`config.mk`:
```
export PLATFORM = sky130hd
export DESIGN_NAME = error_inject_sequencer
export DESIGN_NICKNAME = d
export VERILOG_FILES = /design/src/rtl/error_inject_sequencer.sv
export SDC_FILE = /design/constraint.sdc
export NUM_CORES = 1
export LEC_CHECK = 0
export CAP_MARGIN = 10
export CORE_UTILIZATION = 50
export CTS_CLUSTER_SIZE = 25
export DETAILED_ROUTE_END_ITERATION = 8
export MAX_ROUTING_LAYER = met4
export PLACE_DENSITY = 0.77
export SLEW_MARGIN = 20
export SYNTH_ARGS = -nofsm -noshare
export SYNTH_HDL_FRONTEND = slang
export SYNTH_SLANG_ARGS = --single-unit
export TNS_END_PERCENT = 5
```
`constraint.sdc`:
```
create_clock -name clk -period 7.5 [get_ports clk]
set_input_delay 1.125 -clock clk [delete_from_list [all_inputs] [get_ports clk]]
set_output_delay 1.125 -clock clk [all_outputs]
set_load 0.01 [all_outputs]
```
`src/rtl/error_inject_sequencer.sv`:
```
`default_nettype none
// ============================================================================
// Module   : error_inject_sequencer
// Purpose  : Replays a programmable table of error-injection entries to an
//            injector. Each entry carries a type, site mask, duration and a
//            post-injection gap. The table is replayed for a configurable
//            number of loops, or until stopped when the loop count is 0.
//            Only one injection is in flight at a time. The sequencer issues
//            a one-cycle enable pulse and then waits on the injector's
//            active status.
// Ports    : clk, rst_n (async, active low)
//            i_tbl_wr_*        table programming (accepted in IDLE only)
//            i_seq_start/stop  campaign control
//            i_seq_num_entries, i_seq_loop_count  sampled on start
//            i_inject_active   injector busy status
//            o_inject_*        injector control (enable pulse + entry fields)
//            o_seq_busy/done/error, o_cur_entry, o_loops_done  status
// Revision : 1.0  initial release
// ============================================================================
module error_inject_sequencer #(
  parameter int NUM_ENTRIES      = 8,
  parameter int NUM_INJECT_SITES = 16,
  parameter int ACK_TIMEOUT      = 8
) (
  input  logic                              clk,
  input  logic                              rst_n,
  input  logic                              i_tbl_wr_en,
  input  logic [$clog2(NUM_ENTRIES)-1:0]    i_tbl_wr_idx,
  input  logic [3:0]                        i_tbl_wr_type,
  input  logic [NUM_INJECT_SITES-1:0]       i_tbl_wr_sites,
  input  logic [15:0]                       i_tbl_wr_duration,
  input  logic [15:0]                       i_tbl_wr_gap,
  input  logic                              i_seq_start,
  input  logic                              i_seq_stop,
  input  logic [$clog2(NUM_ENTRIES):0]      i_seq_num_entries,
  input  logic [7:0]                        i_seq_loop_count,
  input  logic                              i_inject_active,
  output logic                              o_inject_enable,
  output logic [3:0]                        o_inject_type,
  output logic [NUM_INJECT_SITES-1:0]       o_inject_site_sel,
  output logic [15:0]                       o_inject_duration,
  output logic                              o_seq_busy,
  output logic                              o_seq_done,
  output logic                              o_seq_error,
  output logic [$clog2(NUM_ENTRIES)-1:0]    o_cur_entry,
  output logic [7:0]                        o_loops_done
);

  localparam int c_IW = $clog2(NUM_ENTRIES);
  localparam int c_CW = c_IW + 1;
  localparam int c_TW = $clog2(ACK_TIMEOUT + 1);

  typedef enum logic [2:0] {
    S_IDLE     = 3'd0,
    S_ISSUE    = 3'd1,
    S_WAIT_ACK = 3'd2,
    S_WAIT_END = 3'd3,
    S_GAP      = 3'd4,
    S_DONE     = 3'd5
  } state_t;

  state_t r_state, w_state_nxt;

  // Campaign table
  logic [3:0]                  r_tbl_type  [NUM_ENTRIES];
  logic [NUM_INJECT_SITES-1:0] r_tbl_sites [NUM_ENTRIES];
  logic [15:0]                 r_tbl_dur   [NUM_ENTRIES];
  logic [15:0]                 r_tbl_gap   [NUM_ENTRIES];

  // Entry in progress and campaign bookkeeping
  logic [3:0]                  r_type;
  logic [NUM_INJECT_SITES-1:0] r_sites;
  logic [15:0]                 r_dur;
  logic [15:0]                 r_gap;
  logic [c_IW-1:0]             r_cur;
  logic [c_CW-1:0]             r_num;
  logic [7:0]                  r_loop_cnt;
  logic [7:0]                  r_loops;
  logic                        r_err;
  logic                        r_stop_pend;
  logic [c_TW-1:0]             r_ack_cnt;
  logic [15:0]                 r_gap_cnt;

  // Next-entry decision, shared by ISSUE (zero duration), WAIT_END and GAP
  logic [c_CW-1:0]             w_cur_p1;
  logic                        w_last;
  logic [7:0]                  w_loops_p1;
  logic                        w_finish;
  logic [c_IW-1:0]             w_adv_idx;
  state_t                      w_adv_state;

  logic                        w_start;
  logic                        w_bad_start;
  logic                        w_adv;
  logic                        w_timeout;
  logic                        w_gap_load;
  logic                        w_num_ok;

  always_comb begin
    w_cur_p1    = {1'b0, r_cur} + c_CW'(1);
    w_last      = (w_cur_p1 >= r_num);
    w_loops_p1  = (r_loops == 8'hFF) ? 8'hFF : r_loops + 8'd1;
    w_finish    = w_last && (r_loop_cnt != 8'd0) && (w_loops_p1 == r_loop_cnt);
    w_adv_idx   = w_last ? '0 : r_cur + c_IW'(1);
    w_adv_state = w_finish ? S_DONE : S_ISSUE;
    w_num_ok    = (i_seq_num_entries != '0) &&
                  (i_seq_num_entries <= c_CW'(NUM_ENTRIES));
  end

  // Next-state logic and control strobes
  always_comb begin
    w_state_nxt = r_state;
    w_start     = 1'b0;
    w_bad_start = 1'b0;
    w_adv       = 1'b0;
    w_timeout   = 1'b0;
    w_gap_load  = 1'b0;
    case (r_state)
      S_IDLE: begin
        // A simultaneous stop suppresses the start entirely
        if (i_seq_start && !i_seq_stop) begin
          if (w_num_ok) begin
            w_start     = 1'b1;
            w_state_nxt = S_ISSUE;
          end else begin
            w_bad_start = 1'b1;
          end
        end
      end
      S_ISSUE: begin
        if (i_seq_stop) begin
          w_state_nxt = S_IDLE;
        end else if (r_dur == 16'd0) begin
          w_adv       = 1'b1;
          w_state_nxt = w_adv_state;
        end else begin
          w_state_nxt = S_WAIT_ACK;
        end
      end
      S_WAIT_ACK: begin
        if (i_inject_active) begin
          w_state_nxt = S_WAIT_END;
        end else if (r_ack_cnt == c_TW'(ACK_TIMEOUT - 1)) begin
          w_timeout   = 1'b1;
          w_state_nxt = S_IDLE;
        end
      end
      S_WAIT_END: begin
        if (!i_inject_active) begin
          if (r_stop_pend || i_seq_stop) begin
            w_state_nxt = S_IDLE;
          end else if (r_gap != 16'd0) begin
            w_gap_load  = 1'b1;
            w_state_nxt = S_GAP;
          end else begin
            w_adv       = 1'b1;
            w_state_nxt = w_adv_state;
          end
        end
      end
      S_GAP: begin
        if (i_seq_stop) begin
          w_state_nxt = S_IDLE;
        end else if (r_gap_cnt <= 16'd1) begin
          w_adv       = 1'b1;
          w_state_nxt = w_adv_state;
        end
      end
      S_DONE: w_state_nxt = S_IDLE;
      default: w_state_nxt = S_IDLE;
    endcase
  end

  always_ff @(posedge clk or negedge rst_n) begin
    if (!rst_n) r_state <= S_IDLE;
    else        r_state <= w_state_nxt;
  end

  // Datapath
  always_ff @(posedge clk or negedge rst_n) begin
    if (!rst_n) begin
      for (int i = 0; i < NUM_ENTRIES; i++) begin
        r_tbl_type[i]  <= '0;
        r_tbl_sites[i] <= '0;
        r_tbl_dur[i]   <= '0;
        r_tbl_gap[i]   <= '0;
      end
      r_type      <= '0;
      r_sites     <= '0;
      r_dur       <= '0;
      r_gap       <= '0;
      r_cur       <= '0;
      r_num       <= '0;
      r_loop_cnt  <= '0;
      r_loops     <= '0;
      r_err       <= 1'b0;
      r_stop_pend <= 1'b0;
      r_ack_cnt   <= '0;
      r_gap_cnt   <= '0;
    end else begin
      // Table read for a same-cycle start sees the pre-write contents
      if (r_state == S_IDLE && i_tbl_wr_en) begin
        r_tbl_type[i_tbl_wr_idx]  <= i_tbl_wr_type;
        r_tbl_sites[i_tbl_wr_idx] <= i_tbl_wr_sites;
        r_tbl_dur[i_tbl_wr_idx]   <= i_tbl_wr_duration;
        r_tbl_gap[i_tbl_wr_idx]   <= i_tbl_wr_gap;
      end

      if (w_start) begin
        r_num      <= i_seq_num_entries;
        r_loop_cnt <= i_seq_loop_count;
        r_loops    <= '0;
        r_cur      <= '0;
        r_type     <= r_tbl_type[0];
        r_sites    <= r_tbl_sites[0];
        r_dur      <= r_tbl_dur[0];
        r_gap      <= r_tbl_gap[0];
      end else if (w_adv) begin
        r_cur <= w_adv_idx;
        if (w_last) r_loops <= w_loops_p1;
        if (w_adv_state == S_ISSUE) begin
          r_type  <= r_tbl_type[w_adv_idx];
          r_sites <= r_tbl_sites[w_adv_idx];
          r_dur   <= r_tbl_dur[w_adv_idx];
          r_gap   <= r_tbl_gap[w_adv_idx];
        end
      end else if (r_state != S_IDLE && w_state_nxt == S_IDLE) begin
        r_cur   <= '0;
        r_type  <= '0;
        r_sites <= '0;
        r_dur   <= '0;
        r_gap   <= '0;
      end

      if (w_start)                       r_err <= 1'b0;
      else if (w_bad_start || w_timeout) r_err <= 1'b1;

      // A stop during an in-flight injection is remembered until it drains
      if (w_state_nxt == S_IDLE)
        r_stop_pend <= 1'b0;
      else if ((r_state == S_WAIT_ACK || r_state == S_WAIT_END) && i_seq_stop)
        r_stop_pend <= 1'b1;

      if (r_state == S_WAIT_ACK && w_state_nxt == S_WAIT_ACK)
        r_ack_cnt <= r_ack_cnt + c_TW'(1);
      else
        r_ack_cnt <= '0;

      if (w_gap_load)            r_gap_cnt <= r_gap;
      else if (r_state == S_GAP) r_gap_cnt <= r_gap_cnt - 16'd1;
    end
  end

  assign o_inject_enable   = (r_state == S_ISSUE) && (r_dur != 16'd0) && !i_seq_stop;
  assign o_inject_type     = r_type;
  assign o_inject_site_sel = r_sites;
  assign o_inject_duration = r_dur;
  assign o_seq_busy        = (r_state != S_IDLE);
  assign o_seq_done        = (r_state == S_DONE);
  assign o_seq_error       = r_err;
  assign o_cur_entry       = r_cur;
  assign o_loops_done      = r_loops;

endmodule
`default_nettype wire

```
==> results of run 1 <==
==> stage by stage <==
step / instance area, um^2 / hold slack [ns] / total power [mW] / cells / util, %
2_1_floorplan: 24500 / 0.433 / 8.29 / 2024 / -
3_3_place_gp: 26200 / 0.446 / 9.25 / 2643 / 54.5
3_5_place_dp: 26200 / 0.459 / 9.54 / 2643 / 54.5
4_1_cts: 27900 / 0.466 / 12.2 / 2739 / 58.1
5_1_grt: 28000 / 0.478 / 12.9 / 2744 / 58.2
6_report: 28000 / 0.470 / 12.2 / 2744 / 58.2
==> worst min-delay path by stage <==
stage,cells after the start,slack [ns],endpoint,startpoint
finish,1,0.47,r_ack_cnt[0],r_ack_cnt[0]
detailed placement,1,0.46,r_ack_cnt[0],r_ack_cnt[0]
global route,1,0.48,r_ack_cnt[0],r_ack_cnt[0]
global placement,1,0.45,r_ack_cnt[0],r_ack_cnt[0]
CTS,1,0.47,r_ack_cnt[0],r_ack_cnt[0]
floorplan,1,0.43,r_ack_cnt[0],r_ack_cnt[0]
==> synthesized netlist by cell type (6+ instances only) <==
cell	instances
nand2_1	185
o211ai_1	10
nand2b_1	9
o32ai_1	36
nor2b_1	6
o21ai_0	116
mux2_4	33
a221oi_1	34
inv_1	63
a21oi_1	52
nor4_1	15
a311oi_1	7
nor2_1	100
mux2i_1	87
clkbuf_1	102
o22ai_1	37
buf_1	23
mux4_2	34
mux2_2	382
ha_1	9
nand3_1	19
buf_2	11
xnor2_1	8
nor3_1	15
a211oi_1	38
dfrtp_1	516
==> layout by cell type (no fill, tap or decap), types with 9 or more instances in the layout <==
master and n:
clkbuf_8 12, o211ai_1 10, nor4_1 15, o32ai_1 36
mux2i_1 87, nand3_1 18, clkbuf_16 54, o22ai_1 36
a21oi_1 52, inv_1 63, o21ai_0 116, mux2_4 33
nor2_1 98, nor3_1 13, nand2_1 183, dfrtp_1 515
nand2b_1 9, clkdlybuf4s50_1 122, buf_4 20, clkbuf_1 17
mux2_2 382, a211oi_1 38, a221oi_1 34, mux4_2 34
==> area by class of cell <==
cell class	count	area, um^2	area share [%]
multi-input combinational	1301	10800	38.7
tap	615	769	2.75
clock inverter	13	151	0.541
timing repair buffer	147	1460	5.21
sequential	516	12900	46.2
antenna	4	10.0	0.0358
inverter	65	244	0.873
clock buffer	83	1580	5.65
==> routing by layer <==
layer | global-route usage, % | vias up | share of wire (%)
li1 | - | 7478 | -
met1 | 33.2 | 8876 | 42
met2 | 40.4 | 661 | 49
met3 | 4.70 | 133 | 6.8
met4 | 8.90 | 0 | 2.6
met5 | - | - | 0
==> critical path, cell delays in order, from the launching register on <==
cell and delay, ns:
dfrtp_4 0.87, ha_4 0.24, xnor2_2 0.10, buf_4 0.42, inv_1 0.13, ha_1 0.29
or2_2 0.29, a21oi_1 0.61, or2_4 0.24, buf_4 0.46, buf_12 0.33, nor2_1 0.08
a221oi_1 0.27, o32ai_1 0.13, mux2_4 0.30
==> power by group <==
group          switching [mW]  total [mW]  internal [mW]
clock network            1.11        2.63           1.52
registers               0.794        4.87           4.07
logic                    2.42        4.72           2.30
==> state kept, by name, summed over array words and instances, names as in the netlist <==
| name | cells |
|---|---|
| r_tbl_sites | 128 |
| o_inject_site_sel | 16 |
| o_seq_error | 1 |
| r_ack_cnt | 4 |
| o_inject_type | 4 |
| r_gap_cnt | 16 |
| o_loops_done | 8 |
| r_tbl_gap | 128 |
| r_gap | 16 |
| r_num | 4 |
| r_loop_cnt | 8 |
| r_tbl_type | 32 |
| o_cur_entry | 3 |
| r_tbl_dur | 128 |
| o_inject_duration | 16 |
| r_state | 3 |
| r_stop_pend | 1 |
==> cell families (layout without fill, tap and decap cells) <==
kind of cell	count (synthesis)	in the layout	synth area share, %
compound gates	356	356	9.60
xor+xnor	10	10	0.357
fa+ha+maj	9	9	0.459
buf+inv	207	308	3.55
flops	516	516	52.7
mux	538	538	26.3
other cells	0	4	0
simple gates	388	388	7.05
==> results.md, run 1 <==
- Status: complete, no violations
- Avg Inst Size Synth: 12.1 um^2
- Pre-CTS WS: 2.47 ns
- Crit path from: o_cur_entry[0]
- Fill cells: 3,766
- Root Driver: clkbuf_16
- Pwr dens: 437 nW/um^2
- Fin nets: 2,166
- Drt pass-1 iters: 5
- Critical path type: register to register
- Setup crit end: o_inject_duration[2]
- Final period utilization: 66.0%
- Die area: 49,900 um^2
- Post-synth cell types: 66
- Post-CTS Resized: 0
- Ports: 124
- Reg2reg start: o_cur_entry[0]
- DRT antenna net count: 0
- CTS tree: done
- Port Buffers: 123
- Global Route Usage Sum: 25.6%
- RSZ-0062 raised after global routing: no
- Fmax achieved: 202 MHz
- Post-Synthesis Cells: 2,024
- Die Span Y: 223 um
- WL/cell: ~22 um
- #FFs+latches synth: 516
- Tmin final: roughly 5.0 ns
- Top cell type by total area after synthesis: dfrtp_1
- Crit path DAT: ~5.4 ns
- Worst Setup End Kind: register
- Critical Path Start Type: register
- Share of cells above drive strength 1: between 20 and 30%
- Max_slew headroom: 20.9%
- DRT iter0 DRCs: between 1,500 and 2,000
- DRC Markers: 0
- Number of hold violations in the final report: 0
- CORE AREA: a little under 50,000 um^2
- Vias in the first global route: 17,800
- Synthesized net count: 2,106
- Worst slew pin tran: 1.19 ns
- CP Max Fanout: 51
- Rows: 80
- Clock Tree Buf Depth: 3
- Area grow syn2layout: 14.0%
- Max rail drop VDD: 0.287 mV
- Total Wirelength: 61,200 um
- Sequential area share after synthesis: 52.7%
- TritonCTS buffer count: 53
- Placed wire-length estimate: 34,400 um
- Max-cap violations: 0
- Worst setup margin: between 2 and 3 ns
- Worst reg2reg path endpoint: o_inject_duration[2]
- Setup_tns: 0 ns
- Worst R2R Setup Slack: 2.55 ns
- Async set-reset flop share out of synthesis: 100%
- # H-tree levels: 2
- Initial core utilization: roughly 50%
- Leakage power: roughly 12 nW
- Via count: 17,100
- Yosys warns: 0
- Worst Path Required: 7.98 ns
- Worst min-delay path class: register to register
- Vias per inst: 6.25
- Largest net degree at the start of global routing: approximately 190
- Post-synth EDFFs: 0
- Main synth FF type: dfrtp_1
- First-pass GRT wire length: 97,400 um
- Hold Buf Count CTS: 0
- Setup violators final: 0
- CTS clk-pin slew, worst paths: 0.06 ns
- Clock sink count: a little over 500
- Chip width: about 220 um
- Final max-slew violation count: 0
- Post-CTS setup buffer count: 0
- Post-Syn Area: 24,500 um^2
- Antenna violations before repair: 3
- Gpl congestion: 0.864
- Reg2reg path depth: 14
- Setup Skew: approximately 0.028 ns
- Synth top area share: 52.7%
- Top cells by area, synth: dfrtp_1, mux2_2, mux2i_1, mux4_2, nand2_1
- Clock latency on the worst-skew pair: 0.62 ns
- Total gr overflow: 0
No activity file was read; power rests on OpenSTA's default activity.
==> run 2: changes to the inputs <==
--- a/config.mk
+++ b/config.mk
@@ -10,7 +10,7 @@
 export CTS_CLUSTER_SIZE = 25
 export DETAILED_ROUTE_END_ITERATION = 8
 export MAX_ROUTING_LAYER = met4
-export PLACE_DENSITY = 0.77
+export PLACE_DENSITY = 0.8
 export SLEW_MARGIN = 20
 export SYNTH_ARGS = -nofsm -noshare
 export SYNTH_HDL_FRONTEND = slang
==> constraint.sdc (replaced) <==
create_clock -name clk -period 4.1 [get_ports clk]
set_input_delay 0.615 -clock clk [delete_from_list [all_inputs] [get_ports clk]]
set_output_delay 0.615 -clock clk [all_outputs]
set_load 0.01 [all_outputs]
==> run 2 against run 1 <==
Net effect:
- global-route usage is 0.19 points higher
- non-clock buffer count is 25 higher
- first-iteration DRC count shrank 16%
- setup slack worse by 2.1 ns
- critical path depth decreased by 1
- critical endpoint is now o_inject_type[1]
- highest routed layer unchanged
==> results.md, run 2 (synthesized netlist as in run 1, its figures left out) <==
- WL/cell: about 22 um
- Worst min-delay path class: primary input to asynchronous set/reset pin
- Post-CTS Resized: 0
- Setup Skew: ~0.015 ns
- Dpl cells: 2,669
- RSZ-0062 raised after global routing: no
- Gpl congestion: 0.923
- Placed wire-length estimate: 36,500 um
- Setup_tns: 0 ns
- Critical Path Start Type: register
- First-pass GRT wire length: slightly below 100,000 um
- Total gr overflow: 0
- Crit path DAT: approximately 4 ns
- Share of cells above drive strength 1: 28.3%
- Sw Pwr: approximately 8.0 mW
- Most common cell after layout, fill and taps aside: dfrtp_1
- CTS clk-pin slew, worst paths: 0.06 ns
- Global Route Usage Sum: 25.8%
- Final period utilization: 88.0%
- Chip width: roughly 220 um
- Combinational share of power: 39.1%
- Via count: roughly 17,000
- DRT antenna net count: 0
- Tmin final: 3.61 ns
- Vias in the first global route: ~18,000
- Die area: 49,900 um^2
- Clock Tree Buf Depth: 3
- Pwr dens: 802 nW/um^2
- Post-CTS setup buffer count: 0
- Final max-slew violation count: 0
- Fin nets: 2,193
- Most frequent cells in the layout: dfrtp_1, mux2_2, nand2_1
- Worst R2R Setup Slack: 0.49 ns
- Number of hold violations in the final report: 0
- Port Buffers: 123
- Crit-path most repeated cell: buf_4
- # H-tree levels: 2
- P_int: about 15 mW
- Critical path, cell by cell: ha_4 -> xnor2_2 -> inv_1 -> ha_1 -> or2_2 -> a21oi_1 -> buf_4 -> nor2_4 -> buf_4 -> o22ai_1 -> a221oi_1 -> o32ai_1 -> mux2_4
- Ports: 124
- DRC Markers: 0
- Antenna violations before repair: 5
- Seq pwr share: 38.9%
- Status: complete, no violations
- Setup violators final: 0
- Max rail drop VDD: 0.860 mV
- CORE AREA: 48,000 um^2
- Worst slew pin tran: approximately 1 ns
- Drt pass-1 iters: 5
- Hold Buf Count CTS: 0
- Worst setup margin: roughly 0.49 ns
- Net Sw Frac: between 30% and 40%
- CP Max Fanout: 19
- Initial core utilization: 51.0%
- Die Span Y: approximately 220 um
- Clock latency on the worst-skew pair: 0.60 ns
- Vias per inst: 6.22
- Crit-path max cell delay: 0.52 ns
- Total Wirelength: 61,500 um
- Clock share of power: between 20% and 30%
- Fmax achieved: 277 MHz
- Largest regs: r_tbl_dur x128, r_tbl_gap x128, r_tbl_sites x128
- CP max-delay cell: nor2_4
- Max_slew headroom: between 30 and 40%
- Final hold slack: 0.0717 ns
- CTS tree: done
- Rows: 80
- Clock sink count: about 520
- DRT iter0 DRCs: about 1,500
- Worst Path Required: 4.57 ns
- Largest net degree at the start of global routing: 152
- Leakage power: between 10 and 15 nW
- Pre-CTS WS: 0.568 ns
- Worst Setup End Kind: register
- Root Driver: clkbuf_16
- TritonCTS buffer count: 55
- Critical path type: register to register
- Area grow syn2layout: 15.5%
- Non-Filler Instances: 2,771
- Max-cap violations: 0
==> run 2: final timing paths <==
path | from | cells past startpoint | end
worst min-delay path | rst_n | 1 | r_tbl_gap[55]
min in group clk | r_ack_cnt[0] | 1 | r_ack_cnt[0]
max in group asynchronous | rst_n | 3 | r_tbl_sites[72]
worst max-delay path | o_cur_entry[0] | 13 | o_inject_type[1]
worst max register to register | o_cur_entry[0] | 13 | o_inject_type[1]
worst min register to register | r_ack_cnt[0] | 1 | r_ack_cnt[0]
==> run 2: power by group through the flow <==
stage / Combinational (mW) / Sequential [mW] / Clock [mW]
6_report: 8.88 / 8.84 / 5.00
5_1_grt: 9.62 / 9.11 / 5.28
4_1_cts: 8.86 / 8.79 / 5.07
3_5_place_dp: 8.79 / 8.85 / 0
3_3_place_gp: 8.38 / 8.65 / 0
2_1_floorplan: 6.75 / 8.42 / 0
==> run 2: metal layers <==
metal / vias to the layer above / wire length [um] / GRT usage (%)
met3: 125 / 4170 / 4.64
met5: - / 0 / -
met1: 8914 / 25100 / 32.4
met4: 0 / 1320 / 7.76
met2: 649 / 30900 / 42.6
li1: 7552 / - / -
==> run 2: area by class of cell <==
type                    count  area [um^2]
multi-input cells        1301        10800
repair buffers            172         1730
well taps                 615          769
diodes                      5         12.5
clock buffers              87         1690
fillers                  3680        19700
flip-flops and latches    516        12900
inverters                  65          244
clock inverters            10          134
==> run 2: stage by stage <==
stage | power, mW | util (%) | cell area [um^2]
after detailed placement | 17.6 | 55.1 | 26500
final | 22.7 | 58.9 | 28300
after global placement | 17.0 | 55.1 | 26500
after floorplan | 15.2 | - | 24500
after global routing | 24.0 | 58.9 | 28300
after CTS | 22.7 | 58.9 | 28300
==> run 2: worst max-delay path, delay by kind of cell (launching register included) <==
kind	cells	cell delay (ns)
AO/OA/AOI/OAI	4	0.73
XOR/XNOR	1	0.14
multiplexers	1	0.30
flip-flops	1	0.51
buffers and inverters	3	0.69
adder cells (fa/ha/maj)	2	0.46
AND/OR/NAND/NOR	2	0.62
==> run 3: changes to the inputs <==
--- a/config.mk
+++ b/config.mk
@@ -11,6 +11,7 @@
 export DETAILED_ROUTE_END_ITERATION = 8
 export MAX_ROUTING_LAYER = met4
 export PLACE_DENSITY = 0.8
+export REMOVE_ABC_BUFFERS = 1
 export SLEW_MARGIN = 20
 export SYNTH_ARGS = -nofsm -noshare
 export SYNTH_HDL_FRONTEND = slang
==> run 3 against run 2 <==
Net effect:
- final cell count is 0.29% lower
- clock power hardly changed
- core utilization hardly changed
- setup slack worse by 0.091 ns
- sequential share of layout area hardly changed
- sequential cell count stayed put
- sequential power hardly changed
- via count is 0.24% lower
- critical path depth is 1 lower
- critical path type unchanged
==> results.md, run 3 (synthesized netlist as in run 1, its figures left out) <==
- Status: complete, no violations
- Leakage power: 11.7 nW
- Setup Skew: 0.0215 ns
- Worst setup margin: between 0.4 and 0.5 ns
- Worst slew pin tran: 1.10 ns
- CORE AREA: 48,000 um^2
- # H-tree levels: 2
- Number of hold violations in the final report: 0
- Fmax achieved: 270 MHz
- Antenna violations before repair: 4
- Max_slew headroom: 26.8%
- Post-CTS setup buffer count: 0
- Most common cell after layout, fill and taps aside: dfrtp_1
- Tmin final: 3.70 ns
- CTS clk-pin slew, worst paths: around 0.06 ns
- Root Driver: clkbuf_16
- Fill cells: 3,685
- Total gr overflow: 0
- Die Span Y: 223 um
- Pwr dens: ~800 nW/um^2
- WL/cell: 22.3 um
- Gpl congestion: 0.872
- Global Route Usage Sum: 25.8%
- Largest net degree at the start of global routing: 158
- Most frequent cells in the layout: dfrtp_1, mux2_2, nand2_1
- Area grow syn2layout: 15.5%
- Die area: between 40,000 and 50,000 um^2
- RSZ-0062 raised after global routing: no
- Drt pass-1 iters: 7
- DRT antenna net count: 0
- First-pass GRT wire length: 98,800 um
- Critical path type: register to register
- Port Buffers: 123
- Dpl cells: approximately 2,700
- Share of cells above drive strength 1: between 20% and 30%
- Via count: 17,200
- CP Max Fanout: 22
- Clock Tree Buf Depth: 3
- Max rail drop VDD: 0.844 mV
- Initial core utilization: between 50% and 60%
- TritonCTS buffer count: 53
- Fin nets: 2,181
- Chip width: 223 um
- Worst Path Required: 4.60 ns
- Setup violators final: 0
- Largest regs: r_tbl_dur x128, r_tbl_gap x128, r_tbl_sites x128
- Placed cell area: 26,500 um^2
- Rows: 80
- Worst Setup End Kind: register
- Clock latency on the worst-skew pair: 0.61 ns
- Max-cap violations: 0
- DRT iter0 DRCs: 1,563
- Worst R2R Setup Slack: 0.40 ns
- Crit path DAT: 4.19 ns
- Clock sink count: between 500 and 600
- Vias per inst: between 6 and 7
- CTS tree: done
- Placed wire-length estimate: 35,000 um
- Post-route cell area: 28,300 um^2
- Ports: 124
- Total Wirelength: just over 60,000 um
- Hold Buf Count CTS: 0
- Final period utilization: 90.2%
- Vias in the first global route: 18,000
- Non-Filler Instances: 2,763
- Pre-CTS WS: 0.351 ns
- Worst min-delay path class: primary input to asynchronous set/reset pin
- DRC Markers: 0
- Critical Path Start Type: register
- Final max-slew violation count: 0
- Post-CTS Resized: 0
## run 3: worst paths after layout
check	from	endpoint	cells past startpoint
worst max-delay path	o_cur_entry[0]	o_inject_type[0]	12
worst min-delay path	rst_n	r_tbl_gap[23]	1
worst max register to register	o_cur_entry[0]	o_inject_type[0]	12
worst min register to register	r_ack_cnt[0]	r_ack_cnt[0]	1
max in group asynchronous	rst_n	r_tbl_sites[51]	3
min in group clk	r_ack_cnt[0]	r_ack_cnt[0]	1
## run 3: power by group
group / switching, mW / leakage [nW] / total [mW] / internal, mW
logic: 4.58 / 4.50 / 8.88 / 4.30
clock network: 2.03 / 0.908 / 4.97 / 2.94
registers: 1.36 / 6.33 / 8.82 / 7.46
## run 3: routing by layer
| layer | track usage (%) | vias to the layer above | part of all wire (%) |
|---|---|---|---|
| met2 | 40.4 | 673 | 48 |
| met5 | - | - | 0 |
| met1 | 33.9 | 8852 | 42 |
| met4 | 8.75 | 0 | 2.8 |
| li1 | - | 7531 | - |
| met3 | 4.58 | 142 | 7.5 |
## run 3: worst max-delay path: stages, from the launching register on
cell and delay [ns]:
dfrtp_4 0.52, ha_4 0.18, xnor2_2 0.15, inv_1 0.08
ha_1 0.27, or2_2 0.09, a21oi_1 0.08, nor2_2 0.74
buf_4 0.46, o22ai_1 0.17, a221oi_1 0.40, o32ai_1 0.14
mux2_4 0.30
## run 3: area by class of cell
type,count,area [um^2],area share (%)
multi-input cells,1301,10800,38.2
clock buffers,73,1540,5.44
well taps,615,769,2.72
flip-flops and latches,516,12900,45.6
repair buffers,162,1750,6.18
inverters,65,244,0.861
clock inverters,25,272,0.959
diodes,6,15.0,0.0530
## run 3: per-stage QoR
stage	utilization, %	hold WS (ns)	setup TNS, ns	total power [mW]
finish	58.9	0.133	0	22.7
CTS	58.9	0.156	0	22.7
detailed placement	55.1	0.463	0	17.6
global placement	55.1	0.448	0	17.0
global route	58.9	0.188	0	24.0
floorplan	-	0.319	-647.29	14.8
